**config.mk**
```make
export PLATFORM = sky130hd
export DESIGN_NAME = os_inst_sequencer_flat
export DESIGN_NICKNAME = d
export VERILOG_FILES = /design/src/rtl/os_inst_sequencer_pkg.sv /design/src/rtl/os_inst_sequencer_if.sv /design/src/rtl/os_inst_sequencer_addr_gen.sv /design/src/rtl/os_inst_sequencer.sv /design/src/flat_wrapper.sv
export SDC_FILE = /design/constraint.sdc
export NUM_CORES = 1
export LEC_CHECK = 0
export ABC_AREA = 1
export BUFFER_PORTS_ARGS = -buffer_cell sky130_fd_sc_hd__buf_2
export CORE_MARGIN = 2
export CORE_UTILIZATION = 45
export CTS_BUF_LIST = sky130_fd_sc_hd__clkbuf_16
export DETAILED_ROUTE_END_ITERATION = 6
export PLACE_DENSITY = 0.65
export SYNTH_ARGS = -nofsm -noshare
export SYNTH_HDL_FRONTEND = slang
export SYNTH_HIERARCHICAL = 1
export SYNTH_SLANG_ARGS = --single-unit
```
**constraint.sdc**
```tcl
create_clock -name clk -period 3.86 [get_ports clk]
set_input_delay 0.579 -clock clk [delete_from_list [all_inputs] [get_ports clk]]
set_output_delay 0.579 -clock clk [all_outputs]
set_load 0.02 [all_outputs]
```
**src/rtl/os_inst_sequencer_pkg.sv**
```systemverilog
// Shared definitions for the OS instruction sequencer: core inst field map, FSM states, idle word.
package os_inst_sequencer_pkg;

    localparam int INST_W = 36;
    localparam int ADDR_W = 11;

    localparam int INST_OUTEN     = 35;
    localparam int INST_MODE      = 34;
    localparam int INST_ACC       = 33;
    localparam int INST_CEN_PMEM  = 32;
    localparam int INST_WEN_PMEM  = 31;
    localparam int INST_APMEM_LSB = 20;
    localparam int INST_CEN_XMEM  = 19;
    localparam int INST_WEN_XMEM  = 18;
    localparam int INST_AXMEM_LSB = 7;
    localparam int INST_OFIFO_RD  = 6;
    localparam int INST_IFIFO_WR  = 5;
    localparam int INST_IFIFO_RD  = 4;
    localparam int INST_L0_RD     = 3;
    localparam int INST_L0_WR     = 2;
    localparam int INST_EXEC      = 1;
    localparam int INST_LOAD      = 0;

    localparam logic [INST_W-1:0] INST_IDLE = (INST_W'(1) << INST_MODE)
                                            | (INST_W'(1) << INST_CEN_PMEM)
                                            | (INST_W'(1) << INST_WEN_PMEM)
                                            | (INST_W'(1) << INST_CEN_XMEM)
                                            | (INST_W'(1) << INST_WEN_XMEM);

    typedef enum logic [2:0] {
        S_IDLE,
        S_W_FILL,
        S_X_FILL,
        S_EXEC,
        S_GAP,
        S_DRAIN,
        S_OFIFO_RD,
        S_DONE
    } seq_state_t;

    // Per-channel base address; wraps modulo 2^ADDR_W by construction.
    function automatic logic [ADDR_W-1:0] chan_base(input logic [ADDR_W-1:0] base,
                                                    input int ic, input int len);
        return base + ADDR_W'(ic * len);
    endfunction

endpackage

```
**src/rtl/os_inst_sequencer_if.sv**
```systemverilog
// Host-side handshake bundle for os_inst_sequencer.
// SEQ_PERF_CNT_EN adds the perf_cycles/perf_stalls counters.
interface os_inst_sequencer_if #(
    parameter int MAX_IC = 16
);
    localparam int NIC_W = $clog2(MAX_IC + 1);
    localparam int IC_W  = (MAX_IC > 1) ? $clog2(MAX_IC) : 1;

    logic             start;
    logic [NIC_W-1:0] cfg_num_ic;
    logic             cfg_mode;
    logic             ofifo_valid;
    logic [35:0]      inst;
    logic             busy;
    logic             done;
    logic [IC_W-1:0]  cur_ic;

`ifdef SEQ_PERF_CNT_EN
    logic [31:0]      perf_cycles;
    logic [15:0]      perf_stalls;

    modport master (output start, cfg_num_ic, cfg_mode, ofifo_valid,
                    input  inst, busy, done, cur_ic, perf_cycles, perf_stalls);
    modport slave  (input  start, cfg_num_ic, cfg_mode, ofifo_valid,
                    output inst, busy, done, cur_ic, perf_cycles, perf_stalls);
`else
    modport master (output start, cfg_num_ic, cfg_mode, ofifo_valid,
                    input  inst, busy, done, cur_ic);
    modport slave  (input  start, cfg_num_ic, cfg_mode, ofifo_valid,
                    output inst, busy, done, cur_ic);
`endif

endinterface

```
**src/rtl/os_inst_sequencer_addr_gen.sv**
```systemverilog
// seq_addr_gen: base + offset address stream with clear, enable and terminal count.
module seq_addr_gen
    import os_inst_sequencer_pkg::*;
#(
    parameter int CNT_W = 4
) (
    input  logic              clk,
    input  logic              reset,
    input  logic [ADDR_W-1:0] base_i,
    input  logic              clr_i,
    input  logic              en_i,
    input  logic [CNT_W-1:0]  last_i,
    output logic [ADDR_W-1:0] addr_o,
    output logic              tc_o
);
    logic [CNT_W-1:0] cnt_q, cnt_d;

    always_comb begin
        cnt_d = cnt_q;
        if (clr_i)
            cnt_d = '0;
        else if (en_i)
            cnt_d = cnt_q + 1'b1;
    end

    always_ff @(posedge clk or negedge reset) begin
        if (!reset)
            cnt_q <= '0;
        else
            cnt_q <= cnt_d;
    end

    assign addr_o = base_i + ADDR_W'(cnt_q);
    assign tc_o   = (cnt_q == last_i);

endmodule

```
**src/rtl/os_inst_sequencer.sv**
```systemverilog
// Output-stationary instruction sequencer: drives the 36-bit core inst word for a multi-channel run.
// Optional SEQ_PERF_CNT_EN adds busy-cycle and OFIFO stall counters.
module os_inst_sequencer
    import os_inst_sequencer_pkg::*;
#(
    parameter int                ROW       = 8,
    parameter int                COL       = 8,
    parameter int                MAX_IC    = 16,
    parameter int                LEN_X     = 9,
    parameter int                LEN_W     = 9,
    parameter int                LEN_ONIJ  = 8,
    parameter logic [ADDR_W-1:0] X_BASE    = 11'h000,
    parameter logic [ADDR_W-1:0] W_BASE    = 11'h400,
    parameter logic [ADDR_W-1:0] P_BASE    = 11'h000,
    parameter int                GAP_CYC   = 16,
    parameter int                DRAIN_CYC = 32
) (
    input  logic               clk,
    input  logic               reset,
    os_inst_sequencer_if.slave bus
);
    localparam int NIC_W      = $clog2(MAX_IC + 1);
    localparam int IC_W       = (MAX_IC > 1) ? $clog2(MAX_IC) : 1;
    localparam int FILL_MAX   = (LEN_W > LEN_X) ? LEN_W : LEN_X;
    localparam int FC_W       = $clog2(FILL_MAX + 1);
    localparam int PC_W       = $clog2(LEN_ONIJ + 1);
    localparam int PH_MAX0    = (GAP_CYC > DRAIN_CYC) ? GAP_CYC : DRAIN_CYC;
    localparam int PH_MAX     = (LEN_X > PH_MAX0) ? LEN_X : PH_MAX0;
    localparam int PH_W       = $clog2(PH_MAX + 1);
    localparam int EXEC_IFIFO = (LEN_W < LEN_X) ? LEN_W : LEN_X;

    if (ROW < 1 || COL < 1 || LEN_X < 1 || LEN_W < 1 || LEN_ONIJ < 1) begin : g_bad_cfg
        $error("os_inst_sequencer: array and stream lengths must be non-zero");
    end

    seq_state_t        state_q, state_d;
    logic [NIC_W-1:0]  ic_q, ic_d, num_ic_q, num_ic_d, num_ic_clamp;
    logic              mode_q, mode_d;
    logic [PH_W-1:0]   phase_q, phase_d;
    logic              xrd_q, xrd_d;
    logic [INST_W-1:0] inst_q, inst_d;
    logic              busy_q, done_q;
    logic [IC_W-1:0]   cur_ic_q;
    logic              state_chg, start_acc, fill, counting;
    logic [ADDR_W-1:0] x_base, x_addr, p_addr;
    logic [FC_W-1:0]   x_last;
    logic              x_tc, p_tc;

    assign fill         = (state_q == S_W_FILL) || (state_q == S_X_FILL);
    assign counting     = (state_q == S_EXEC) || (state_q == S_GAP) || (state_q == S_DRAIN);
    assign state_chg    = (state_d != state_q);
    assign num_ic_clamp = (bus.cfg_num_ic > NIC_W'(MAX_IC)) ? NIC_W'(MAX_IC) : bus.cfg_num_ic;
    assign x_base       = (state_q == S_W_FILL) ? chan_base(W_BASE, int'(ic_q), LEN_W)
                                                : chan_base(X_BASE, int'(ic_q), LEN_X);
    assign x_last       = (state_q == S_W_FILL) ? FC_W'(LEN_W) : FC_W'(LEN_X);

    seq_addr_gen #(.CNT_W(FC_W)) u_xmem_addr (
        .clk    (clk),
        .reset  (reset),
        .base_i (x_base),
        .clr_i  (state_chg),
        .en_i   (fill),
        .last_i (x_last),
        .addr_o (x_addr),
        .tc_o   (x_tc)
    );

    seq_addr_gen #(.CNT_W(PC_W)) u_pmem_addr (
        .clk    (clk),
        .reset  (reset),
        .base_i (P_BASE),
        .clr_i  (state_chg),
        .en_i   ((state_q == S_OFIFO_RD) && bus.ofifo_valid),
        .last_i (PC_W'(LEN_ONIJ - 1)),
        .addr_o (p_addr),
        .tc_o   (p_tc)
    );

    // Fill write strobes trail the xmem read by one cycle (SRAM read latency).
    assign xrd_d   = fill && !x_tc;
    assign phase_d = (state_chg || !counting) ? '0 : phase_q + 1'b1;

    always_comb begin
        state_d   = state_q;
        ic_d      = ic_q;
        num_ic_d  = num_ic_q;
        mode_d    = mode_q;
        start_acc = 1'b0;
        inst_d    = INST_IDLE;
        if (state_q != S_IDLE && state_q != S_DONE)
            inst_d[INST_MODE] = mode_q;
        unique case (state_q)
            S_IDLE: begin
                if (bus.start) begin
                    start_acc = 1'b1;
                    num_ic_d  = num_ic_clamp;
                    mode_d    = bus.cfg_mode;
                    ic_d      = '0;
                    state_d   = (num_ic_clamp == '0) ? S_DONE : S_W_FILL;
                end
            end
            S_W_FILL, S_X_FILL: begin
                inst_d[INST_CEN_XMEM] = x_tc;
                if (!x_tc)
                    inst_d[INST_AXMEM_LSB +: ADDR_W] = x_addr;
                if (state_q == S_W_FILL) begin
                    inst_d[INST_IFIFO_WR] = xrd_q;
                    if (x_tc) state_d = S_X_FILL;
                end else begin
                    inst_d[INST_L0_WR] = xrd_q;
                    if (x_tc) state_d = S_EXEC;
                end
            end
            S_EXEC: begin
                inst_d[INST_EXEC]     = 1'b1;
                inst_d[INST_L0_RD]    = 1'b1;
                inst_d[INST_IFIFO_RD] = (phase_q < PH_W'(EXEC_IFIFO));
                if (phase_q == PH_W'(LEN_X - 1))
                    state_d = S_GAP;
            end
            S_GAP: begin
                if (phase_q == PH_W'(GAP_CYC - 1)) begin
                    if (ic_q == num_ic_q - 1'b1) begin
                        state_d = S_DRAIN;
                    end else begin
                        ic_d    = ic_q + 1'b1;
                        state_d = S_W_FILL;
                    end
                end
            end
            S_DRAIN: begin
                inst_d[INST_OUTEN] = 1'b1;
                if (phase_q == PH_W'(DRAIN_CYC - 1))
                    state_d = S_OFIFO_RD;
            end
            S_OFIFO_RD: begin
                inst_d[INST_APMEM_LSB +: ADDR_W] = p_addr;
                if (bus.ofifo_valid) begin
                    inst_d[INST_OFIFO_RD] = 1'b1;
                    inst_d[INST_CEN_PMEM] = 1'b0;
                    inst_d[INST_WEN_PMEM] = 1'b0;
                    if (p_tc) state_d = S_DONE;
                end
            end
            S_DONE:  state_d = S_IDLE;
            default: state_d = S_IDLE;
        endcase
    end

    always_ff @(posedge clk or negedge reset) begin
        if (!reset) begin
            state_q  <= S_IDLE;
            ic_q     <= '0;
            num_ic_q <= '0;
            mode_q   <= 1'b1;
            phase_q  <= '0;
            xrd_q    <= 1'b0;
            inst_q   <= INST_IDLE;
            busy_q   <= 1'b0;
            done_q   <= 1'b0;
            cur_ic_q <= '0;
        end else begin
            state_q  <= state_d;
            ic_q     <= ic_d;
            num_ic_q <= num_ic_d;
            mode_q   <= mode_d;
            phase_q  <= phase_d;
            xrd_q    <= xrd_d;
            inst_q   <= inst_d;
            busy_q   <= (state_q != S_IDLE) && (state_q != S_DONE);
            done_q   <= (state_q == S_DONE);
            cur_ic_q <= ic_q[IC_W-1:0];
        end
    end

    assign bus.inst   = inst_q;
    assign bus.busy   = busy_q;
    assign bus.done   = done_q;
    assign bus.cur_ic = cur_ic_q;

`ifdef SEQ_PERF_CNT_EN
    logic [31:0] perf_cyc_q;
    logic [15:0] perf_stall_q;

    always_ff @(posedge clk or negedge reset) begin
        if (!reset) begin
            perf_cyc_q   <= '0;
            perf_stall_q <= '0;
        end else if (start_acc) begin
            perf_cyc_q   <= '0;
            perf_stall_q <= '0;
        end else begin
            if (busy_q && perf_cyc_q != '1)
                perf_cyc_q <= perf_cyc_q + 1'b1;
            if (state_q == S_OFIFO_RD && !bus.ofifo_valid && perf_stall_q != '1)
                perf_stall_q <= perf_stall_q + 1'b1;
        end
    end

    assign bus.perf_cycles = perf_cyc_q;
    assign bus.perf_stalls = perf_stall_q;
`endif

endmodule
```
**src/flat_wrapper.sv**
```systemverilog
// flat-port wrapper written by rule: the top's interface ports become plain ports
module os_inst_sequencer_flat import os_inst_sequencer_pkg::*;
#(
    parameter int                ROW       = 8,
    parameter int                COL       = 8,
    parameter int                MAX_IC    = 16,
    parameter int                LEN_X     = 9,
    parameter int                LEN_W     = 9,
    parameter int                LEN_ONIJ  = 8,
    parameter logic [ADDR_W-1:0] X_BASE    = 11'h000,
    parameter logic [ADDR_W-1:0] W_BASE    = 11'h400,
    parameter logic [ADDR_W-1:0] P_BASE    = 11'h000,
    parameter int                GAP_CYC   = 16,
    parameter int                DRAIN_CYC = 32
)
  (clk, reset, bus_start, bus_cfg_num_ic, bus_cfg_mode, bus_ofifo_valid, bus_inst, bus_busy, bus_done, bus_cur_ic);
  os_inst_sequencer_if #(.MAX_IC(MAX_IC)) bus_i ();
  input  logic clk;
  input  logic reset;
  input wire logic [$bits(bus_i.start)-1:0] bus_start;
  input wire logic [$bits(bus_i.cfg_num_ic)-1:0] bus_cfg_num_ic;
  input wire logic [$bits(bus_i.cfg_mode)-1:0] bus_cfg_mode;
  input wire logic [$bits(bus_i.ofifo_valid)-1:0] bus_ofifo_valid;
  output wire logic [$bits(bus_i.inst)-1:0] bus_inst;
  output wire logic [$bits(bus_i.busy)-1:0] bus_busy;
  output wire logic [$bits(bus_i.done)-1:0] bus_done;
  output wire logic [$bits(bus_i.cur_ic)-1:0] bus_cur_ic;
  assign bus_i.start = bus_start;
  assign bus_i.cfg_num_ic = bus_cfg_num_ic;
  assign bus_i.cfg_mode = bus_cfg_mode;
  assign bus_i.ofifo_valid = bus_ofifo_valid;
  assign bus_inst = bus_i.inst;
  assign bus_busy = bus_i.busy;
  assign bus_done = bus_i.done;
  assign bus_cur_ic = bus_i.cur_ic;
  os_inst_sequencer #(.ROW(ROW), .COL(COL), .MAX_IC(MAX_IC), .LEN_X(LEN_X), .LEN_W(LEN_W), .LEN_ONIJ(LEN_ONIJ), .X_BASE(X_BASE), .W_BASE(W_BASE), .P_BASE(P_BASE), .GAP_CYC(GAP_CYC), .DRAIN_CYC(DRAIN_CYC)) u_core (.clk(clk), .reset(reset), .bus(bus_i));
endmodule
```
==> impl_metrics.env <==
export IMPL_cp_end_kind="flop"
export IMPL_arrival_ps=2610
export IMPL_p_sw_w=0.00118
export IMPL_yosysUniqueCellTypes=34
export IMPL_fmax_ghz=0.421
export IMPL_firstDrtPassIters=4
export IMPL_avgSynthCellArea_um2=7.89
export IMPL_synthesis_area_um2=3980
export IMPL_maxCapViolCount=0
export IMPL_drv_slew=0
export IMPL_synth_top_area_share_pct=39.0
export IMPL_topRoutingLayerUsed="met4"
export IMPL_ys_top_cells_by_area="dfrtp_1 39%, inv_1 8.8%, nand2_1 8.8%"
export IMPL_finalSetupTns_ps=0
export IMPL_synth_edf_count=0
export IMPL_tightest_slew_ps=898
export IMPL_postCtsSetupBuffers=0
export IMPL_area_growth_pct=17.8
export IMPL_ys_flop_type="dfrtp_1"
export IMPL_synth_seq_cells=66
export IMPL_cts_tree="yes"
export IMPL_cts_sinks=66
export IMPL_dp_final_hpwl_mm=5.70
export IMPL_cts_htree_levels=3
export IMPL_overflow=0
export IMPL_grtUsageTotal_pct=16.8
export IMPL_postCtsHoldBufs=0
export IMPL_cp_start_kind="flop"
export IMPL_rsz0062_at_grt="false"
export IMPL_via_per_inst=4.58
export IMPL_grt_pass1_wl_mm=13.2
export IMPL_drive_gt1_share_pct=18.0
export IMPL_start_util_pct=46.0
export IMPL_dr_first_iter_drc_count=115
export IMPL_met2_length_mm=3.61
export IMPL_internal_power_w=0.00168
export IMPL_finalPower_w=0.00286
export IMPL_period_share_pct=61.5
export IMPL_place_inst=688
export IMPL_dr_wl_met3_um=305
export IMPL_chipWidth_um=98
export IMPL_gp_congestion=0.826
export IMPL_p_clk_share_pct=24.3
export IMPL_p_comb_share_pct=40.7
export IMPL_path_class="reg2reg"
export IMPL_status="finished clean"
export IMPL_ir_drop_uv=268
export IMPL_wirelength_met1_mm=3.58
export IMPL_drt_total_wl_mm=7.62
export IMPL_layout_nets=623
export IMPL_synth_yosys_seq_area_share_pct=41.7
export IMPL_via_count=3224
export IMPL_boundaryPins=52
export IMPL_power_per_cell_area_nw_per_um2=610
export IMPL_final_area_um2=4680
export IMPL_critPathRequiredTime_ps=4100
export IMPL_yosysWarningCount=6
export IMPL_clock_latency_ps=320
export IMPL_cts_inserted_buffers=9
export IMPL_hp_class="in2async"
export IMPL_postCtsResizedCells=0
export IMPL_slew_headroom_pct=40.1
export IMPL_die_h_um=98
export IMPL_r2r_start="u_core/ic_q[1]"
export IMPL_die_area_um2=9600
export IMPL_hold_violations=0
export IMPL_period_needed_ps=2380
export IMPL_fillers=841
export IMPL_crit_start="u_core/ic_q[1]"
export IMPL_fin_cells=704
export IMPL_leakage_nw=2.53
export IMPL_placed_area_um2=4430
export IMPL_core_um2=8640
export IMPL_antenna_found_initial=0
export IMPL_syn_instance_count=504
export IMPL_yosysTopAreaCell="dfrtp_1"
export IMPL_p_sw_share_pct=41.3
export IMPL_grt_max_degree=42
export IMPL_synthTopCellsByCount="93 x inv_1, 93 x nand2_1, 62 x dfrtp_1, 61 x nor2_1, 44 x nand3_1"
export IMPL_postRouteAntennaNets=0
export IMPL_io_buffers=48
export IMPL_avgRoutedWirePerCell_um=10.8
export IMPL_cts_path_max_buffers=2
export IMPL_finClkSkew_ps=4.96
export IMPL_seqPwrFrac_pct=35.1
export IMPL_path_max_fanout=8
export IMPL_root_buffer="clkbuf_16"
export IMPL_fp_row_count=34
export IMPL_grt_pass1_vias=3033
export IMPL_drc=0
export IMPL_clk_pin_slew_worst_paths_ps=50
export IMPL_finalSetupViolations=0
export IMPL_n_antenna_cell=0
export IMPL_ys_async_sr_fraction_pct=100
export IMPL_fin_hold_ws_ps=384
placed cells by master (no fill, tap or decap):
master	instances
xor2_1	13
nor2_1	61
clkbuf_16	9
clkinv_2	2
nor2_2	10
nand2_1	93
o22ai_1	5
o21ai_1	1
inv_2	7
nand3_1	44
nand3_2	4
clkinv_1	3
nor2_4	3
o21a_1	1
a21oi_1	10
o311ai_0	1
o21ai_0	1
ha_1	19
xnor2_1	14
conb_1	40
dfstp_2	4
nor3_4	1
o211ai_1	1
dfrtp_1	62
nand4_1	12
o2111ai_1	1
fa_1	3
nand2_2	14
nor3b_1	2
buf_4	2
nor3_1	5
or2_2	2
o21bai_1	2
buf_2	48
inv_1	95
nand3_4	1
final cells by class:
class,instances,area (um2),share of cell area [%]
clock inverter,7,28.8,0.614
clock buffer,9,225,4.81
timing repair buffer,50,255,5.45
multi-input combinational,364,2010,42.9
inverter,100,375,8.01
tap,108,135,2.89
sequential,66,1660,35.4
registers in the layout, indices dropped and copies added, names as in the netlist:
name and flops:
u_core/bus.inst 31, u_core/phase_q 6, u_core/ic_q 5, u_core/num_ic_q 5
u_core/bus.cur_ic 4, u_core/u_pmem_addr/cnt_q 4, u_core/u_xmem_addr/cnt_q 4, u_core/state_q 3
u_core/bus.busy 1, u_core/bus.done 1, u_core/mode_q 1, u_core/xrd_q 1
per-layer routing:
layer / vias to the layer above / global-route usage, %
met2: 56 / 28.0
met3: 9 / 4.65
li1: 1682 / -
met4: 0 / 5.13
met5: - / 0
met1: 1477 / 21.4
worst max-delay path, cell delays in order (launching register included):
cell     delay [ps]
dfrtp_1         480
ha_1            330
ha_1            170
inv_1            60
fa_1            400
xnor2_1         260
nand2_1         130
nor2_1          180
nand3_1         100
nand2_1          60
inv_1            30
nor2_1          100
power by group through the flow:
| stage | Combinational (W) | Sequential (W) | Clock, W |
|---|---|---|---|
| floorplan | 0.000818 | 0.00108 | 0 |
| global placement | 0.00115 | 0.00101 | 0 |
| detailed placement | 0.00116 | 0.00101 | 0 |
| CTS | 0.00117 | 0.00100 | 0.000714 |
| global route | 0.00132 | 0.00103 | 0.000745 |
| finish | 0.00116 | 0.00100 | 0.000694 |
worst paths after layout:
kind / to / slack, ps / cells past startpoint
max in group asynchronous: u_core/bus.inst[32] / 2670 / 2
min: u_core/bus.inst[12] / 380 / 1
min in group clk: u_core/mode_q / 460 / 2
max reg2reg: u_core/bus.inst[16] / 1480 / 11
max: u_core/bus.inst[16] / 1480 / 11
min reg2reg: u_core/mode_q / 460 / 2
cells by family (layout without fill, tap and decap cells):
logic type	Yosys count	after routing	share of synthesized area [%]
flip-flops	66	66	41.7
AND/OR/NAND/NOR	252	252	29.8
XOR/XNOR	27	27	5.95
other	2	40	0.189
buffers and inverters	112	166	11.5
AO/OA/AOI/OAI	23	23	3.49
adder cells (fa/ha/maj)	22	22	7.49
stage by stage:
step / util (%) / worst slack, ps
global placement: 51.3 / 1550
floorplan: - / 1700
finish: 54.2 / 1480
CTS: 54.2 / 1480
global route: 54.2 / 1240
detailed placement: 51.3 / 1500
Note: power is estimated with default switching activity, not from simulation.
